`src/rtl/up_down_counter_pkg.sv`:
```
// up_down_counter_pkg
//   Shared constants and types for the loadable up/down counter.
//   COUNTER_WIDTH : default counter/data width in bits
//   MODE_UP       : direction select value for counting up
//   MODE_DOWN     : direction select value for counting down
//   count_t       : counter value type at the default width
package up_down_counter_pkg;

  localparam int COUNTER_WIDTH = 8;

  localparam logic MODE_UP   = 1'b0;
  localparam logic MODE_DOWN = 1'b1;

  typedef logic [COUNTER_WIDTH-1:0] count_t;

endpackage : up_down_counter_pkg

```
`src/rtl/up_down_counter_next.sv`:
```
// up_down_counter_next
//   Combinational step computation for the up/down counter: given the
//   current count and direction, produce the value one step away.
//   Build option UP_DOWN_COUNTER_SATURATE_EN:
//     undefined - modulo 2^WIDTH wrap-around in both directions
//     defined   - up-count holds at all-ones, down-count holds at zero
//   Ports:
//     count (in,  WIDTH) current register value
//     mode  (in,  1)     0 = up, 1 = down
//     step  (out, WIDTH) next value if the counter steps this edge
module up_down_counter_next
  import up_down_counter_pkg::*;
#(
  parameter int WIDTH = COUNTER_WIDTH
) (
  input  logic [WIDTH-1:0] count,
  input  logic             mode,
  output logic [WIDTH-1:0] step
);

  localparam logic [WIDTH-1:0] CNT_MAX = {WIDTH{1'b1}};
  localparam logic [WIDTH-1:0] CNT_ONE = {{(WIDTH-1){1'b0}}, 1'b1};

`ifdef UP_DOWN_COUNTER_SATURATE_EN
  function automatic logic [WIDTH-1:0] step_up(input logic [WIDTH-1:0] v);
    return (v == CNT_MAX) ? CNT_MAX : v + CNT_ONE;
  endfunction

  function automatic logic [WIDTH-1:0] step_down(input logic [WIDTH-1:0] v);
    return (v == '0) ? '0 : v - CNT_ONE;
  endfunction
`else
  // Plain WIDTH-bit add/subtract drops the carry/borrow, giving modulo wrap.
  function automatic logic [WIDTH-1:0] step_up(input logic [WIDTH-1:0] v);
    return v + CNT_ONE;
  endfunction

  function automatic logic [WIDTH-1:0] step_down(input logic [WIDTH-1:0] v);
    return v - CNT_ONE;
  endfunction
`endif

  always_comb begin
    step = step_up(count);
    if (mode == MODE_DOWN) begin
      step = step_down(count);
    end
  end

endmodule : up_down_counter_next

```
`src/rtl/up_down_counter.sv`:
```
// up_down_counter
//   Loadable synchronous up/down counter. Each rising clk edge applies
//   exactly one action, highest priority first: clear, load, step.
//   There is no hold state; the counter steps whenever clr and ld are low.
//   Build option UP_DOWN_COUNTER_SATURATE_EN selects saturating instead of
//   wrapping steps (see up_down_counter_next); clear/load are unaffected.
//   Ports:
//     clk   (in,  1)     rising-edge clock
//     clr   (in,  1)     synchronous active-high clear, highest priority
//     din   (in,  WIDTH) parallel load value
//     ld    (in,  1)     synchronous load enable
//     mode  (in,  1)     0 = count up, 1 = count down
//     count (out, WIDTH) counter register, driven directly
module up_down_counter
  import up_down_counter_pkg::*;
#(
  parameter int WIDTH = COUNTER_WIDTH
) (
  input  logic             clk,
  input  logic             clr,
  input  logic [WIDTH-1:0] din,
  input  logic             ld,
  input  logic             mode,
  output logic [WIDTH-1:0] count
);

  logic [WIDTH-1:0] count_q;
  logic [WIDTH-1:0] count_d;
  logic [WIDTH-1:0] step_val;

  up_down_counter_next #(
    .WIDTH (WIDTH)
  ) u_next (
    .count (count_q),
    .mode  (mode),
    .step  (step_val)
  );

  // Load beats step; clear is applied in the register itself.
  always_comb begin
    count_d = step_val;
    if (ld) begin
      count_d = din;
    end
  end

  always_ff @(posedge clk) begin
    if (clr) begin
      count_q <= '0;
    end else begin
      count_q <= count_d;
    end
  end

  assign count = count_q;

endmodule : up_down_counter

```
`config.mk`:
```
export PLATFORM = sky130hd
export DESIGN_NAME = up_down_counter
export DESIGN_NICKNAME = d
export VERILOG_FILES = /design/src/rtl/up_down_counter_pkg.sv /design/src/rtl/up_down_counter_next.sv /design/src/rtl/up_down_counter.sv
export SDC_FILE = /design/constraint.sdc
export NUM_CORES = 1
export LEC_CHECK = 0
export CAP_MARGIN = 40
export CELL_PAD_IN_SITES_DETAIL_PLACEMENT = 0
export CELL_PAD_IN_SITES_GLOBAL_PLACEMENT = 2
export CORE_MARGIN = 2
export CORE_UTILIZATION = 26
export DETAILED_ROUTE_END_ITERATION = 12
export PLACE_DENSITY_LB_ADDON = 0.1
export RECOVER_POWER = 100
export SETUP_SLACK_MARGIN = 0.02
export SYNTH_ARGS = -nofsm -noshare
export SYNTH_HDL_FRONTEND = slang
export SYNTH_SLANG_ARGS = --single-unit
```
`constraint.sdc`:
```
create_clock -name clk -period 1.6 [get_ports clk]
set_input_delay 0.32 -clock clk [delete_from_list [all_inputs] [get_ports clk]]
set_output_delay 0.32 -clock clk [all_outputs]
set_load 0.02 [all_outputs]
```
-- After elaboration in Yosys (flattened, before gate mapping)
Index checks and enable logic that the tools add are counted.
Widths: inputs -> output; s select.
- register bits: 8
- latch bits: 0
- bits in writable memories: 0
- bits in read-only memories: 0
- input port bits: 12
- output and inout port bits: 8
- logic and storage cells: 5
- memories: 0
- add/sub/neg operators: 2
- $mul: 0
- div/mod/pow operators: 0
- order comparisons: 0
- eq/ne operators: 0
- shift-type cells: 0
- muxes and demuxes: 2
- bitwise logic cells: 0
- reductions and logical operators: 0
- operators by type and width (operator ; number):
    $mux 8 ; 2
    $add 8x1->8 const B ; 1
    $sub 8x1->8 const B ; 1

-- Depth between registers and ports, before layout
Gate-level depths: netlist of the first run.
- depth in word-level cells: 3
- gate-level depth with buffers: 6
- mapped depth without buffers: 6

-- By module
From an unflattened synthesis of the first run, not the netlist that was laid out.
- cells, all modules: 67
- area, all modules: 604.3 um^2
- modules (own cells, without submodules) (module ; times used ; cells each ; area an instance (um^2) ; sequential area each (um^2)):
    up_down_counter_next ; 1 ; 41 ; 319.1 ; 0.0
    up_down_counter ; 1 ; 26 ; 285.3 ; 160.2

-- Worst setup path after synthesis of the first run
OpenSTA, ideal clock, no wires.
- path type: reg2reg
- from: register count_q[0], in the netlist count[0]
- to: register count_q[4], in the netlist count[4]
- setup time: 96 ps
- arrival time: 1576 ps
- data required time: 1504 ps
- path slack: -71 ps
- cell stages (with the launch flop): 7
- buffers on the path: 0
- period minus slack after synthesis: 1671 ps
- path through: dfxtp_1 -> inv_1 -> fa_1 -> nor2b_1 -> o21a_1 -> nor3_1 -> o41ai_2
- longest elaborated chain between the ends: 3
- elaborated cells between the ends (all ways): 4
- those cells by class: add/sub (2); mux (2)
- RTL lines (what ; RTL line ; source):
    start: declaration ; up_down_counter.sv:27 ; logic [WIDTH-1:0] count_q;
    start signal: assignment ; up_down_counter.sv:51 ; count_q <= count_d;
    $add 8x1->8 / $sub 8x1->8 (equally long branches) ; up_down_counter_next.sv:35, up_down_counter_next.sv:39 ;
    $mux 8 (*) ; up_down_counter_next.sv:45 ; if (mode == MODE_DOWN) begin
    $mux 8 (*) ; up_down_counter.sv:42 ; if (ld) begin
Every way passes the cells marked *; elsewhere a longest branch is shown, timed or not.
A chain may end at the register's enable or synchronous reset.

-- Final worst setup path of the first run
- from: register count_q[1], in the netlist count[1]
- to: output port count[1]
- RTL lines (what ; RTL line ; source):
    end: declaration ; up_down_counter.sv:24 ; output logic [WIDTH-1:0] count
No word-level cell between the ends.

==> metrics.csv, run 1 <==
metric,value,unit
gr-max-usage-layer,met2,
use_met3,2.732,%
rsz0062_at_grt,no,
synthTopCellsByCount,"dfxtp_1 (8), nor2_1 (7), ha_1 (6)",
cp_max_fo,3,
num-fill-cells,258,
synth.net_count,96,
cts_tree,done,
syn_area_per_cell,8.628,um^2
fmax,645.4,MHz
grt_pass1_wl,3.084,mm
die_x,54.55,um
syn2layout_area_growth,59.32,%
post-route-util,43.12,%
grt_max_degree,11,
max-clock-path-buffers,2,
cpLargestDelayFamily,buffers and inverters,
clk_pin_slew,0.06,ns
placementRows,18,
fin_crit_sh,96.85,%
max-cap-violations,0,
drc,0,
grtUsageMet1,18.72,%
hp-class,in -> reg,
fp.dieH,54.55,um
cts_sinks,8,
post_cts_buffers,0,
largest_register_ffs,8,
synth_edf_count,0,
dpl_cell_area,1001,um^2
powerDensity,755.5,nW/um^2
final_cell_area,1059,um^2
relSlewSlack,71.35,%
wl,1.928,mm
worst_pin_slew,0.4283,ns
crit_type,reg -> out,
worstPathArrival,1.23,ns
post_drt_wl_per_cell,13.48,um
numPortBuffers,19,
hpwlAfterDp,1.478,mm
yosysMostFrequentCell,dfxtp_1,
async_flop_share,0,%
initial_core_util,27.06,%
ys_top_cells_by_area,"dfxtp_1 (24%), ha_1 (11%), a2111oi_4 (4.1%), nor2_1 (4.0%), a21oi_1 (3.8%)",
antenna_cells,0,
cp_cell_sequence,clkdlybuf4s50_1,
numCtsBuffers,3,
grt_pass1_vias,683,
fin_hold_ws,0.6102,ns
gr-usage-met2,23.69,%
netlist_area,664.4,um^2
cp.depth,1,
min_path_cells,3,
post-route-min-period,1.550,ns
htree_levels,1,
synth_seq_cells,8,
gp_congestion,0.7292,
drtAntennaViolNets,0,
setup_tns,0,ns
holdBufCountCts,0,
drt_iter0_drc,6,
p_leak,0.4375,nW
clock_latency,0.26,ns
cp_slowest_stage_delay,0.61,ns
slowest_stage,clkdlybuf4s50_1,
core,2455,um^2
layout-drive-gt1-share,34.51,%
synthFlopType,dfxtp_1,
vias,714,
path_buf_inv,1,
synth_top_area_share,24.11,%
die-area,2976,um^2
p_total,0.0007997,W
finalClockSkew,0.004457,ns
synth_area_leader_cell,dfxtp_1,
pin_count,20,
yosys_warnings,0,
yosysSeqAreaShare,24.11,%
required,1.28,ns
viasPerCell,4.993,
outcome,"complete, no violations",
multi_input_comb_area,523.0,um^2
gr-usage-all-layers,14.93,%
finalHoldViolCount,0,
seqCellArea,162.7,um^2
end_kind,primary output,
nNetsFinal,134,
synthCells,77,
setup_viol,0,
final_max_slew_viol_count,0,
root_buffer,clkbuf_4,
ir_drop,0.3469,mV
firstDrtPassIters,3,
setup.worst_path.start_class,flip-flop,
overflow,0,
ff2ff_path_depth,5,
antenna_found_initial,0,
synth_cell_type_count,34,
[logic make-up (layout without fill, tap and decap cells)]
kind of cell	after synthesis	count (layout)	share of synthesized area (%)
simple gates	29	29	23.35
compound gates	23	23	29.57
flops	8	8	24.10
buf+inv	8	44	6.027
fa+ha+maj	7	7	14.31
xor+xnor	2	2	2.637
[what timing repair did]
item	CTS	global route
endpoints found under the hold margin	0	0
pin swaps	0	4
endpoints found under the setup margin	7	6
gates resized for setup	8	11
[power breakdown]
group          internal (W)  switching (W)  total (W)
sequential         0.000223      0.0000164   0.000239
combinational      0.000197       0.000194   0.000391
clock             0.0000868      0.0000829   0.000170
[through the flow]
step,std cells,worst slack (ns)
2_1_floorplan,77,0.03787
3_3_place_gp,140,-0.5465
3_5_place_dp,140,-0.5971
4_1_cts,143,0.01437
5_1_grt,143,0.001659
6_report,143,0.05047
[final cells by class]
class                      count  area share, %
multi-input combinational     61          49.41
timing repair buffer          36          27.78
sequential                     8          15.37
tap                           30          3.546
clock buffer                   3          2.128
inverter                       5          1.773
[final timing paths]
path                    to  slack [ns]      from
hold reg to reg   count[0]        0.67  count[0]
hold / removal    count[3]        0.61    din[3]
setup / recovery  count[1]        0.05  count[1]
setup reg to reg  count[6]        0.11  count[2]
[layer usage]
| layer | share of wire, % | wire [um] |
|---|---|---|
| met5 | 0 | 0 |
| met4 | 1.7 | 33 |
| met2 | 48 | 922 |
| met3 | 3.6 | 70 |
| met1 | 47 | 901 |
[cells in the final DEF (no fill, tap or decap), types with 3 or more instances in the layout]
master,instances
nand3_1,5
dfxtp_1,6
buf_4,16
clkdlybuf4s50_1,14
nor2_1,7
nor3_2,3
a21oi_1,5
clkbuf_4,3
ha_1,3
nor3_1,3
clkbuf_1,3
inv_1,5
nand2_1,3
No activity file was read; power rests on OpenSTA's default activity.
==> run 2, diff against run 1 <==
--- a/config.mk
+++ b/config.mk
@@ -10,6 +10,7 @@
 export CELL_PAD_IN_SITES_GLOBAL_PLACEMENT = 2
 export CORE_MARGIN = 2
 export CORE_UTILIZATION = 26
+export CTS_CLUSTER_SIZE = 20
 export DETAILED_ROUTE_END_ITERATION = 12
 export PLACE_DENSITY_LB_ADDON = 0.1
 export RECOVER_POWER = 100
==> results of run 2 <==
The final DEF is identical to that of run 1; final timing and power are the same.
